===== src/rtl/game_ctrl.sv =====
// Game controller: IDLE/RUN/DYING/OVER sequencing, frame-tick scoring,
// speed ramp, sprite page animation and death blink for the runner game.
module game_ctrl #(
   parameter logic [7:0] KEY_JUMP    = 8'h2C,
   parameter logic [7:0] KEY_RESTART = 8'h28,
   parameter int         DIE_FRAMES  = 30,
   parameter int         SPEED_INIT  = 2,
   parameter int         SPEED_MAX   = 8
) (
   input  logic        Clk,
   input  logic        Reset_n,
   input  logic        frame_clk,
   input  logic [7:0]  keycode,
   input  logic        collision,
   output logic [1:0]  state,
   output logic        run_en,
   output logic        jump_req,
   output logic [3:0]  page_idx,
   output logic [15:0] score,
   output logic [3:0]  speed,
   output logic        flash
);

   typedef enum logic [1:0] {
      S_IDLE  = 2'b00,
      S_RUN   = 2'b01,
      S_DYING = 2'b10,
      S_OVER  = 2'b11
   } state_t;

   localparam logic [3:0] SP_INIT  = 4'(SPEED_INIT);
   localparam logic [3:0] SP_MAX   = 4'(SPEED_MAX);
   localparam logic [7:0] DIE_LAST = 8'(DIE_FRAMES - 1);

   state_t      r_state;
   logic        r_frame_d;
   logic        r_tick;
   logic [7:0]  r_key_d;
   logic        r_key_vld;
   logic        r_coll;
   logic [15:0] r_score;
   logic [3:0]  r_speed;
   logic [4:0]  r_half;
   logic [7:0]  r_die;
   logic        r_flash;
   logic        r_jump;

   logic        w_tick_raw;
   logic        w_press_jump;
   logic        w_press_restart;
   state_t      w_state_nxt;
   logic        w_coll_nxt;
   logic [15:0] w_score_nxt;
   logic [3:0]  w_speed_nxt;
   logic [4:0]  w_half_nxt;
   logic [7:0]  w_die_nxt;
   logic        w_flash_nxt;
   logic        w_jump_nxt;

   function automatic logic [15:0] sat_inc_score(input logic [15:0] v);
      return (v == 16'hFFFF) ? v : v + 16'd1;
   endfunction

   function automatic logic [3:0] sat_inc_speed(input logic [3:0] v);
      return (v >= SP_MAX) ? SP_MAX : v + 4'd1;
   endfunction

   assign w_tick_raw = frame_clk & ~r_frame_d;

   // r_key_vld blocks a key already held when reset releases from counting as a press
   assign w_press_jump    = r_key_vld && (keycode == KEY_JUMP)    && (r_key_d != KEY_JUMP);
   assign w_press_restart = r_key_vld && (keycode == KEY_RESTART) && (r_key_d != KEY_RESTART);

   always_comb begin
      w_state_nxt = r_state;
      w_coll_nxt  = 1'b0;
      w_score_nxt = r_score;
      w_speed_nxt = r_speed;
      w_half_nxt  = r_half;
      w_die_nxt   = r_die;
      w_jump_nxt  = 1'b0;
      case (r_state)
         S_IDLE: begin
            if (w_press_jump) begin
               w_state_nxt = S_RUN;
               w_score_nxt = 16'd0;
               w_speed_nxt = SP_INIT;
               w_half_nxt  = 5'd0;
            end
         end
         S_RUN: begin
            w_coll_nxt = r_tick ? 1'b0 : (r_coll | collision);
            if (r_tick && (r_coll || collision)) begin
               // death wins over a simultaneous jump press
               w_state_nxt = S_DYING;
               w_die_nxt   = 8'd0;
            end else begin
               w_jump_nxt = w_press_jump;
               if (r_tick) begin
                  w_score_nxt = sat_inc_score(r_score);
                  if (r_score[7:0] == 8'hFF && r_score != 16'hFFFF)
                     w_speed_nxt = sat_inc_speed(r_speed);
                  w_half_nxt = (r_half == 5'd17) ? 5'd0 : r_half + 5'd1;
               end
            end
         end
         S_DYING: begin
            if (r_tick) begin
               if (r_die == DIE_LAST)
                  w_state_nxt = S_OVER;
               else
                  w_die_nxt = r_die + 8'd1;
            end
         end
         S_OVER: begin
            if (w_press_restart) begin
               w_state_nxt = S_IDLE;
               w_score_nxt = 16'd0;
               w_speed_nxt = SP_INIT;
               w_half_nxt  = 5'd0;
            end
         end
         default: w_state_nxt = S_IDLE;
      endcase
      w_flash_nxt = (w_state_nxt == S_DYING) && w_die_nxt[2];
   end

   always_ff @(posedge Clk or negedge Reset_n) begin
      if (!Reset_n) begin
         r_state   <= S_IDLE;
         r_frame_d <= 1'b0;
         r_tick    <= 1'b0;
         r_key_d   <= 8'd0;
         r_key_vld <= 1'b0;
         r_coll    <= 1'b0;
         r_score   <= 16'd0;
         r_speed   <= SP_INIT;
         r_half    <= 5'd0;
         r_die     <= 8'd0;
         r_flash   <= 1'b0;
         r_jump    <= 1'b0;
      end else begin
         r_state   <= w_state_nxt;
         r_frame_d <= frame_clk;
         r_tick    <= w_tick_raw;
         r_key_d   <= keycode;
         r_key_vld <= 1'b1;
         r_coll    <= w_coll_nxt;
         r_score   <= w_score_nxt;
         r_speed   <= w_speed_nxt;
         r_half    <= w_half_nxt;
         r_die     <= w_die_nxt;
         r_flash   <= w_flash_nxt;
         r_jump    <= w_jump_nxt;
      end
   end

   assign state    = r_state;
   assign run_en   = (r_state == S_RUN);
   assign jump_req = r_jump;
   assign page_idx = r_half[4:1];
   assign score    = r_score;
   assign speed    = r_speed;
   assign flash    = r_flash;

endmodule


===== config.mk =====
export PLATFORM = sky130hd
export DESIGN_NAME = game_ctrl
export DESIGN_NICKNAME = d
export VERILOG_FILES = /design/src/rtl/game_ctrl.sv
export SDC_FILE = /design/constraint.sdc
export NUM_CORES = 1
export LEC_CHECK = 0
export ABC_AREA = 1
export BUFFER_PORTS_ARGS = -buffer_cell sky130_fd_sc_hd__buf_2
export CORE_AREA = 2 2 81 83
export DETAILED_ROUTE_END_ITERATION = 16
export DIE_AREA = 0 0 83 85
export HOLD_SLACK_MARGIN = 0.06
export PLACE_DENSITY = 0.7
export SETUP_SLACK_MARGIN = 0.3
export SLEW_MARGIN = 20
export SYNTH_ARGS = -nofsm -noshare
export SYNTH_HDL_FRONTEND = slang
export SYNTH_SLANG_ARGS = --single-unit

===== constraint.sdc =====
create_clock -name Clk -period 2.2 [get_ports Clk]
set_input_delay 0.22 -clock Clk [delete_from_list [all_inputs] [get_ports Clk]]
set_output_delay 0.22 -clock Clk [all_outputs]
set_load 0.03 [all_outputs]

Yosys cells after proc, flatten, opt, wreduce, memory -nomap -nowiden
Cells that the tools add are included.

Logic and storage cells: 91. Output and inout port bits: 29. Bits of input ports: 12. Flip-flop bits (word level): 49.

Reductions and logical operators: 15. Add/sub/neg operators: 4. Bitwise operators: 3. Magnitude comparators: 1. Equal/unequal tests: 22. Mux-type cells: 33.

Operators by type and width (number): $mux W16 (5); $pmux W16 S3 (1); $mux W5 (5); $mux W4 (6); $mux W8 (3); $add A16 B1 Y16 const B (1); $eq A16 B16 Y1 const B (1); $eq A8 B6 Y1 const B (2); $ne A16 B16 Y1 const B (1); $ne A8 B6 Y1 const B (2); $pmux W8 S2 (1); $pmux W5 S3 (1); $ne A2 B2 Y1 const B (6); $pmux W4 S3 (1); $reduce_and A6 Y1 (2); $mux W2 (5); $add A8 B1 Y8 const B (1); $eq A8 B5 Y1 const B (1); $eq A8 B8 Y1 const B (1); $pmux W2 S4 (1); $logic_and A1 B1 Y1 (7); $eq A2 B2 Y1 const B (3); $ne A2 B1 Y1 const B (3); $add A5 B1 Y5 const B (1); 14 further kinds (17).

Depth between registers and ports, before layout
Gate-level depths: netlist (run 1).

Depth after elaboration: 7. Mapped depth: 11.

Worst setup path before layout (run 1)
Ideal clock, no wire load.

Kind: flip-flop to flip-flop. Start: reg r_state[1] (netlist: state[1]). End: reg r_score[3] (netlist: score[3]). Stages on the path, launching flop included: 11. Setup slack: 0.044 ns. Path buffers: 2. Arrival: 2.037 ns. Setup time: 0.119 ns. Data required time: 2.081 ns. Cell sequence: dfrtp_1 > inv_1 > ha_1 > buf_2 > a21oi_1 > nand2_2 > inv_2 > nand4_4 > buf_8 > nand2_1 > o21ai_2.

Word-level cells in the longest chain between the ends: 3. Elaborated cells between the ends (all ways): 11.

Ends and longest elaborated chain: start: declaration (RTL line 35) `state_t r_state;`; start signal: assignment (RTL line 143) `r_state <= w_state_nxt;`; $eq A2 B1 Y1 *; via run_en (RTL line 16) `output logic run_en,`; $ne A2 B2 Y1 (no source line) (tied with other cells); $reduce_and A6 Y1 (no source line); end signal: assignment (RTL line 149) `r_score <= w_score_nxt;`; end: declaration (RTL line 41) `logic [15:0] r_score;`.

The timed path passes the listed nets; every way through them passes the cells marked *. A chain may end at the register's enable or synchronous reset.

Worst setup path in the final report (run 1)
Start: reg r_state[0] (netlist: state[0]). End: reg r_score[3] (netlist: score[3]).

Word-level cells in the longest chain between the ends: 3. Elaborated cells between the ends (all ways): 11.

Ends and longest elaborated chain: $eq A2 B2 Y1 (tied with other cells) (RTL line 82) `case (r_state)`; $ne A2 B2 Y1 (no source line) (tied with other cells); $reduce_and A6 Y1 (no source line).

Several ways; a longest one is shown, not always the timed one.

==> run metrics, run 1 <==
Yosys reg bits=49; crit path launch type=register; CTS tree=done; Crit. End Element=register; DIE AREA=0.00706 mm²; Num CTS Buffers=5; overall global routing resource usage=0.179; peak supply drop=0.000453 V; max frequency=566 MHz; largest cells by area after synthesis=dfrtp_1 (40%), nand2_1 (12%), ha_1 (5.4%), nand3_1 (4.7%), nor2_1 (4.6%); final hold viol count=0; drt drc=0; HPWL Detailed=4210 µm; Port-buffer cells=40; clk root buf=clkbuf_8; initial core utilization=0.484; Worst EP arrival=1.97 ns; Post-synth top flop=dfrtp_1; post-synth design cell area=0.00300 mm²; Syn Nets=395; drt pass-1 iters=5; Inst Count DP=479; Syn Inst Count=370; core area=0.00620 mm²; antenna violations before repair=0; share of the synthesized area in the top cell type=0.400; grt total ovfl=0; setup TNS=0 ns; outcome=complete, no violations; Synth top cells by count=nand2_1 (97), dfrtp_1 (48), nor2_1 (37); endpoints failing setup=0; # clock sinks=49; Die Y=85 µm; biggest area consumer among synthesized cells=dfrtp_1; fraction of layout cells with a size suffix above 1=0.280; hold path start=collision; via count of the first global-routing pass=2314; DRT Wirelength=6060 µm; number of flops mapped to enable cells by yosys=0; Max H-tree Level=2; Final nets=449; synth-to-layout area growth=17.8%; final worst path period need=1.77 ns; Reg clk slew, reported paths=0.09 ns; Antenna Nets Post-Route=0; fin crit share=0.803; Longest Clk Path Bufs=2; CP Launch Point=state[0]; largest net degree at the start of global routing=38; Pwr Density=716 mW/mm²; clk_skew=0.0144 ns; Final Non-Filler Cells=502; Final Max Tran Viols=0; num rows=29; Fillers=557; routability cong.=0.876; overall power=2.53 mW; die width=83 µm; MaxCap Viol Count=0; Hold WC Path Type=input pin to register; count leader, synth=nand2_1; sequential area share after synthesis=0.409; Post-Syn Area per Cell=8.12 µm²; slew margin rel.=0.472; Setup CP Type=register to register; total vias in the final route=2472; post-synthesis async set-or-reset flop share=1.00; yosys warns=0; RSZ-0062 raised after global routing=yes; Crit path required time=2.41 ns; Tightest Pin Transition=0.793 ns; antenna diode count=0; Worst-Skew Late Latency=0.31 ns; global-route wire length before repair=10400 µm; number of DRC markers in iteration 0=98; IO Count=41; FF-to-FF Start=state[0]; vias per inst=4.92; peak fanout along the critical path=15; routed len/inst=12.1 µm; distinct cell type count after synthesis=38; Pleak=1.69 nW
critical path, stage by stage (launching register included):
cell	delay (ns)
dfrtp_1	0.43
inv_1	0.15
ha_1	0.23
a21oi_1	0.14
nand2_2	0.15
inv_2	0.15
nand4_4	0.12
buf_12	0.17
nand2_1	0.07
o21ai_2	0.05
logic make-up after synthesis:
kind of cell,share of synthesized area
simple gates,0.335
buf+inv,0.0771
flops,0.409
compound gates,0.0833
other cells,0.00125
fa+ha+maj,0.0542
xor+xnor,0.0408
placed cells by master (no fill, tap or decap), drive strengths merged, types with 2 or more instances in the layout:
| cell type | n |
|---|---|
| a21oi | 2 |
| a31o | 2 |
| buf | 46 |
| clkbuf | 5 |
| clkinv | 3 |
| dfrtp | 48 |
| dlygate4sd3 | 10 |
| ha | 13 |
| inv | 33 |
| nand2 | 118 |
| nand3 | 31 |
| nand4 | 8 |
| nor2 | 44 |
| nor3 | 6 |
| o21ai | 25 |
| or2 | 9 |
| xnor2 | 3 |
| xor2 | 11 |
timing repair:
action,CTS,global route
pin swaps,1,2
gates cloned,1,1
buffers inserted,0,3
hold buffers,10,0
hold endpoints to repair,43,0
resized for setup,1,3
setup endpoints to repair,16,32
metrics by stage:
stage	area, µm²	worst slack [ns]	hold slack [ns]	util
3_3_place_gp	3240	0.150	0.343	0.522
2_1_floorplan	3020	0.335	-0.0756	-
3_5_place_dp	3240	0.106	0.343	0.522
5_1_grt	3540	0.298	0.290	0.570
6_report	3540	0.433	0.210	0.570
4_1_cts	3470	0.347	0.221	0.560
state kept, by name, indices dropped and copies added (netlist names):
name / flops
score: 16
r_die: 8
r_key_d: 8
r_half: 5
speed: 4
state: 2
flash: 1
jump_req: 1
r_coll: 1
r_frame_d: 1
r_key_vld: 1
r_tick: 1
final cells by class:
cell class | count | area, µm² | share of cell area
well taps | 77 | 96.3 | 0.0272
repair buffers | 56 | 370 | 0.105
multi-input cells | 277 | 1590 | 0.451
clock inverters | 3 | 46.3 | 0.0131
flip-flops and latches | 49 | 1230 | 0.347
inverters | 35 | 133 | 0.0375
clock buffers | 5 | 68.8 | 0.0195
per-layer routing:
metal  track usage  up-vias  share of wire
met3        0.0428        6          0.044
met5             0        -              0
met4        0.0551        0         0.0074
met1         0.239     1139           0.48
li1              -     1276              -
met2         0.290       51           0.47
final timing paths:
kind / to / slack (ns) / depth (start not counted)
setup / recovery: score[3] / 0.43 / 9
hold / removal: r_coll / 0.21 / 3
setup reg to reg: score[3] / 0.43 / 9
hold reg to reg: r_tick / 0.40 / 1
max in group asynchronous: speed[3] / 1.06 / 3
min in group asynchronous: score[10] / 0.53 / 2
power by group:
part           switching [mW]  internal, mW  leakage, nW  total (mW)
clock                   0.319         0.340       0.0543       0.660
combinational           0.567         0.309        0.984       0.875
sequential             0.0494         0.947        0.654       0.996
total                   0.935          1.60         1.69        2.53
Note: power is estimated with default switching activity, not from simulation.
==> run 2: changes to the inputs <==
--- a/config.mk
+++ b/config.mk
@@ -5,13 +5,13 @@
 export SDC_FILE = /design/constraint.sdc
 export NUM_CORES = 1
 export LEC_CHECK = 0
-export ABC_AREA = 1
+export ABC_AREA = 0
 export BUFFER_PORTS_ARGS = -buffer_cell sky130_fd_sc_hd__buf_2
-export CORE_AREA = 2 2 81 83
+export CORE_AREA = 2 2 77 79
 export DETAILED_ROUTE_END_ITERATION = 16
-export DIE_AREA = 0 0 83 85
+export DIE_AREA = 0 0 79 81
 export HOLD_SLACK_MARGIN = 0.06
-export PLACE_DENSITY = 0.7
+export PLACE_DENSITY = 0.74
 export SETUP_SLACK_MARGIN = 0.3
 export SLEW_MARGIN = 20
 export SYNTH_ARGS = -nofsm -noshare
==> constraint.sdc (replaced) <==
create_clock -name Clk -period 1.5 [get_ports Clk]
set_input_delay 0.15 -clock Clk [delete_from_list [all_inputs] [get_ports Clk]]
set_output_delay 0.15 -clock Clk [all_outputs]
set_load 0.03 [all_outputs]
==> run 2 against run 1 <==
  * Sequential power increased by 63%
  * Non-clock buffer count increased by 84
  * The flow now finishes with violations (setup timing)
  * First-iteration DRC count increased by 95%
  * Hold slack got worse by 0.066 ns
  * Via count increased by 14%
  * Sequential share of layout area decreased by 7.1 points
  * Critical endpoint is now score[7]
  * Core utilization increased by 22 points
  * Critical path depth decreased by 3
  * Largest power group is now combinational cells
  * Clock skew decreased by 0.0093 ns
==> run metrics, run 2 <==
outcome=complete, but fails checks; failing checks=setup timing; Die Y=81 µm (-4.7%); global-route wire length before repair=13500 µm (+30%); Reg clk slew, reported paths=0.09 ns (about the same); Post-DP Area=0.00366 mm² (+13%); Final Core Density=0.787 (+0.217); Final Cell Area=0.00447 mm² (+26%); fin crit share=1.45 (+0.642); Crit path required time=1.75 ns (-0.66 ns); count leader, synth=dfrtp_1; routability cong.=0.829 (-5.4%); multi-input logic area=0.00171 mm² (+7.5%); MaxCap Viol Count=0 (unchanged); DIE AREA=0.00640 mm² (-9.3%); clock share of power=0.162 (-0.099); synth-to-layout area growth=63.2%; Post-synth top flop=dfrtp_1; Final Max Tran Viols=0 (unchanged); Hold WC Path Type=input pin to register; largest cells by area after synthesis=dfrtp_1 (44%), ha_1 (5.9%), o31ai_1 (4.4%), nand2_1 (3.7%), o21ai_0 (3.7%); Antenna Nets Post-Route=0 (unchanged); Max H-tree Level=2 (unchanged); final worst slack=-0.668 ns (-1.10 ns); crit path launch type=register; NetSw=2.51 mW (+170%); Port-buffer cells=40 (unchanged); antenna violations before repair=0 (unchanged); Sequential Power Share=0.258 (-0.136); Num CTS Buffers=5 (unchanged); overall global routing resource usage=0.269 (+0.0903); met2 routed wirelength=4660 µm (+63%); routed len/inst=17.7 µm (+47%); peak supply drop=0.00116 V (+150%); max layer used=met4; biggest area consumer among synthesized cells=dfrtp_1; Switching Share=0.399 (+0.0299); via count of the first global-routing pass=2822 (+22%); endpoints failing setup=38 (+38); worst hold margin=0.144 ns (-0.0664 ns); number of DRC markers in iteration 0=191 (+95%); critical-path cell list=or4b_4, o31ai_4, o211ai_4, buf_12, or4_4, a21oi_2; Crit. End Element=register; Inst Count DP=460 (-4.0%); internal power=3.78 mW (+140%); sequential area share after synthesis=0.449 (+0.0398); max reg flops=16 (unchanged); fraction of layout cells with a size suffix above 1=0.500 (+0.220); clk root buf=clkbuf_8; Setup CP Type=register to register; met1 wire length=3520 µm (+22%); # clock sinks=49 (unchanged); vias per inst=5.77 (+17%); die width=79 µm (-4.8%); largest net degree at the start of global routing=25 (-34%); max frequency=461 MHz (-18%); critical path's largest stage delay=0.52 ns (+0.09 ns); Pwr Density=1410 mW/mm² (+97%); Fillers=357 (-36%); setup TNS=-18.46 ns (-18.46 ns); post-synthesis async set-or-reset flop share=1.00 (unchanged); final hold viol count=0 (unchanged); Syn Inst Count=281 (-24%); Final nets=438 (-2.4%); Post-Syn Area per Cell=9.74 µm² (+20%); drt pass-1 iters=5 (unchanged); Met3 Routed Length=316 µm (+19%); IO Count=41 (unchanged); initial core utilization=0.482 (-0.00183); Yosys reg bits=49 (unchanged); Synth top cells by count=dfrtp_1 (48), nand2_1 (27), o21ai_0 (20); commonest cells after routing, fill and taps aside=buf_4 (72), dfrtp_1 (44), buf_6 (31); Longest Clk Path Bufs=2 (unchanged); Final Non-Filler Cells=489 (-2.6%); Logic pwr share=0.580 (+0.234); yosys warns=0 (unchanged); num rows=28 (-3.4%); overall power=6.30 mW (+150%); HPWL Detailed=5020 µm (+19%); Tightest Pin Transition=0.563 ns (-0.230 ns); critical path's slowest cell=or4b_4; pre-CTS WS=-0.674 ns (-0.780 ns); final worst path period need=2.17 ns (+0.400 ns); peak fanout along the critical path=12 (-3); Worst-Skew Late Latency=0.31 ns (about the same); Pleak=2.01 nW (+19%); CTS tree=done; RSZ-0062 raised after global routing=yes; number of flops mapped to enable cells by yosys=0 (unchanged); Worst EP arrival=2.41 ns (+0.44 ns); share of the synthesized area in the top cell type=0.439 (+0.0390); Register Area=0.00123 mm² (+0.31%); grt total ovfl=0 (unchanged); clk_skew=0.00519 ns (-0.00925 ns); total vias in the final route=2820 (+14%); DRT Wirelength=8670 µm (+43%); distinct cell type count after synthesis=61 (+61%); drt drc=0 (unchanged); post-synth design cell area=0.00274 mm² (-8.9%); slew margin rel.=0.625 (+0.153); most common cell after layout, fill and taps aside=buf_4; Syn Nets=306 (-23%); core area=0.00568 mm² (-8.5%); antenna diode count=0 (unchanged)
[run 2: routing by layer]
| layer | global-route usage | vias to the layer above |
|---|---|---|
| li1 | - | 1313 |
| met1 | 0.316 | 1404 |
| met2 | 0.508 | 85 |
| met3 | 0.0444 | 18 |
| met4 | 0.0759 | 0 |
| met5 | 0 | - |
[run 2: layout make-up]
type                            count  area share
Multi-Input combinational cell    203       0.384
Timing Repair Buffer              140       0.280
Sequential cell                    49       0.276
Tap cell                           75      0.0210
Clock buffer                        6      0.0185
Inverter                           14      0.0123
Clock inverter                      2     0.00841
[run 2: cell families (layout without fill, tap and decap cells)]
kind of cell    Yosys count  after routing  share of synthesized area
simple gates            116            116                      0.247
compound gates           71             71                      0.186
flops                    49             49                      0.449
buf+inv                  29            162                     0.0498
fa+ha+maj                13             13                     0.0594
mux                       2              2                    0.00732
other cells               1              1                    0.00137
[run 2: path summary, 6_finish.rpt]
check	start	end	slack, ns	cells after the start
max in group asynchronous	Reset_n	r_die[4]	0.62	3
hold / removal	keycode[2]	r_key_d[2]	0.14	2
setup reg to reg	r_key_vld	score[7]	-0.67	6
setup / recovery	r_key_vld	score[7]	-0.67	6
hold reg to reg	r_frame_d	r_tick	0.42	1
min in group asynchronous	Reset_n	r_half[4]	0.35	2
[run 2: timing repair]
item | in CTS | in global routing
gates cloned | 2 | 0
pin swaps | 10 | 13
hold buffers | 9 | 0
endpoints found under the setup margin | 45 | 56
hold endpoints to repair | 29 | 0
setup buffers | 7 | 3
gates resized for setup | 63 | 73
[run 2: critical path, delay by kind of cell (launching register included)]
family                 cells  cell delay [ns]
and+or+nand+nor            2             1.03
DFF                        1             0.34
buffers and inverters      1             0.17
AOI/OAI and AO/OA          3             0.57
[run 2: power groups by stage]
stage	clock (mW)	sequential [mW]	combinational (mW)
floorplan	0	1.83	1.22
global placement	0	1.62	2.32
detailed placement	0	1.63	2.39
CTS	1.02	1.60	3.24
global route	1.07	1.64	3.87
finish	1.02	1.62	3.65
==> run 3: changes to the inputs <==
--- a/config.mk
+++ b/config.mk
@@ -7,11 +7,13 @@
 export LEC_CHECK = 0
 export ABC_AREA = 0
 export BUFFER_PORTS_ARGS = -buffer_cell sky130_fd_sc_hd__buf_2
-export CORE_AREA = 2 2 77 79
+export CELL_PAD_IN_SITES_DETAIL_PLACEMENT = 1
+export CELL_PAD_IN_SITES_GLOBAL_PLACEMENT = 2
+export CORE_AREA = 2 2 96 98
 export DETAILED_ROUTE_END_ITERATION = 16
-export DIE_AREA = 0 0 79 81
-export HOLD_SLACK_MARGIN = 0.06
-export PLACE_DENSITY = 0.74
+export DIE_AREA = 0 0 98 100
+export HOLD_SLACK_MARGIN = 0.15
+export PLACE_DENSITY = 0.75
 export SETUP_SLACK_MARGIN = 0.3
 export SLEW_MARGIN = 20
 export SYNTH_ARGS = -nofsm -noshare
==> run 3 against run 2 <==
  * The flow still finishes with violations (setup timing)
  * Register-to-register slack got worse by 0.02 ns
  * Critical path depth rose by 2
  * Count of clock-buffer cells in the layout did not move
  * Final area rose by 5.9%
  * Maximum frequency fell by 1.1%
  * Highest routed layer unchanged
==> run metrics, run 3 (synthesis results as in run 2) <==
Logic pwr share=0.631 (+0.051); peak supply drop=0.000943 V (-18%); Most Used Layer, Global Route=met2; antenna diode count=0 (unchanged); pre-CTS WS=-0.650 ns (+0.0237 ns); crit path launch type=register; core area=0.00889 mm² (+57%); final worst slack=-0.691 ns (-0.0237 ns); Crit path required time=1.75 ns (about the same); Antenna Nets Post-Route=0 (unchanged); num rows=35 (+25%); clk_skew=0.0107 ns (+0.00555 ns); endpoints failing setup=38 (unchanged); number of DRC markers in iteration 0=87 (-54%); Register Area=0.00123 mm² (+0.10%); global-route wire length before repair=15900 µm (+18%); Pwr Density=1420 mW/mm² (+0.90%); MaxCap Viol Count=0 (unchanged); Setup CP Type=register to register; max frequency=456 MHz (-1.1%); Max H-tree Level=2 (unchanged); clock share of power=0.129 (-0.033); Fillers=960 (+170%); Port-buffer cells=40 (unchanged); drt drc=0 (unchanged); critical path's slowest cell=or4_4; WP depth=8 (+2); FF-to-FF Start=state[0]; Longest Clk Path Bufs=2 (unchanged); Hold WC Path Type=input pin to register; RSZ-0062 raised after global routing=yes; largest net degree at the start of global routing=50 (+100%); initial core utilization=0.308 (-0.174); overall global routing resource usage=0.202 (-0.0670); via count of the first global-routing pass=3174 (+12%); worst r2r path cells=8 (+2); critical-path cell list=buf_6, ha_4, nor2_1, o32a_1, o211ai_4, buf_12, or4_4, a21oi_2; clk root buf=clkbuf_8; hold path cells=4 (+2); CTS tree=done; antenna violations before repair=0 (unchanged); fin crit share=1.46 (+0.0158); delay-heaviest family, CP=simple AND/OR/NAND/NOR gates; Reg clk slew, reported paths=0.10 ns (about the same); hold path start=collision; commonest cells after routing, fill and taps aside=buf_4 (70), buf_6 (47), dfrtp_1 (43); Switching Share=0.392 (-0.00722); grt total ovfl=0 (unchanged); Crit. End Element=register; met1 usage=0.237 (-0.0791); Buf/Inv on CP=2 (+1); critical path's largest stage delay=0.52 ns (about the same); failing checks=setup timing; Pleak=2.11 nW (+4.7%); peak fanout along the critical path=6 (-6); Hold EP=r_coll; Worst-Skew Late Latency=0.31 ns (about the same); R2R Setup Slk=-0.69 ns (-0.02 ns); synth-to-layout area growth=72.9%; final hold viol count=0 (unchanged); Final Max Tran Viols=0 (unchanged); multi-input logic area=0.00175 mm² (+2.3%); outcome=complete, but fails checks; GRT met2 Usage=0.384 (-0.124); final worst path period need=2.19 ns (+0.0237 ns); fraction of layout cells with a size suffix above 1=0.520 (+0.0198); IO Count=41 (unchanged); Sequential Power Share=0.240 (-0.018); Final Cell Area=0.00473 mm² (+5.9%); # clock sinks=49 (unchanged); HPWL Detailed=5820 µm (+16%); most common cell after layout, fill and taps aside=buf_4; total vias in the final route=2880 (+2.1%); die width=98 µm (+24%); Post-DP Area=0.00372 mm² (+1.7%); drt pass-1 iters=6 (+1); Worst EP arrival=2.44 ns (+0.03 ns); DIE AREA=0.00980 mm² (+53%); Final nets=453 (+3.4%); DRT Wirelength=9750 µm (+12%); NetSw=2.64 mW (+5.0%); met3 Use GR=0.0320 (-0.0124); max reg flops=16 (unchanged); internal power=4.09 mW (+8.2%); routed len/inst=18.0 µm (+1.8%); vias per inst=5.33 (-7.5%); routability cong.=0.796 (-4.0%); Reg-to-Reg End=score[7]; Num CTS Buffers=5 (unchanged); Die Y=100 µm (+23%)
==> run 3: worst max-delay path by stage <==
stage | slack (ns) | startpoint | end
detailed placement | -0.65 | keycode[6] | score[9]
floorplan | -0.68 | state[1] | score[13]
CTS | -0.68 | r_key_d[7] | speed[2]
global placement | -0.61 | keycode[6] | score[9]
finish | -0.69 | state[0] | score[7]
global route | -0.80 | score[0] | score[14]
==> run 3: area by class of cell <==
cell class | count | area share
Clock inverter | 2 | 0.00291
Clock buffer | 6 | 0.0175
Inverter | 14 | 0.0116
Sequential cell | 49 | 0.261
Tap cell | 111 | 0.0294
Timing Repair Buffer | 155 | 0.307
Multi-Input combinational cell | 203 | 0.371
==> run 3: through the flow <==
stage	utilization	total power, mW	std cells	setup TNS (ns)	hold WS (ns)
after floorplan	-	3.06	281	-14.77	-0.146
after global placement	0.419	4.14	500	-15.68	0.166
after detailed placement	0.419	4.23	500	-16.96	0.167
after global routing	0.532	7.10	540	-22.65	0.309
final	0.532	6.73	540	-19.69	0.324
after CTS	0.509	6.41	534	-18.76	0.286
==> run 3: worst register-to-register path: stages (launching register included) <==
cell	delay, ns
dfrtp_2	0.45
buf_6	0.14
ha_4	0.19
nor2_1	0.14
o32a_1	0.22
o211ai_4	0.14
buf_12	0.17
or4_4	0.53
a21oi_2	0.15
==> run 3: power by group through the flow <==
stage	Sequential, mW	Clock [mW]	Combinational [mW]
after global placement	1.61	0	2.52
final	1.61	0.870	4.25
after CTS	1.61	0.880	3.92
after detailed placement	1.62	0	2.61
after floorplan	1.83	0	1.22
after global routing	1.64	0.945	4.52
==> run 3: repair_timing <==
action | in CTS | in global routing
buffers inserted | 13 | 6
hold buffers | 10 | 0
pin swaps | 19 | 13
resized for setup | 106 | 49
setup endpoints to repair | 50 | 60
hold endpoints to repair | 59 | 0
gates cloned | 3 | 0
==> run 3: routing by layer <==
layer	vias up	wire [µm]
met1	1454	4030
li1	1347	-
met2	57	5170
met4	0	228
met5	-	0
met3	22	321
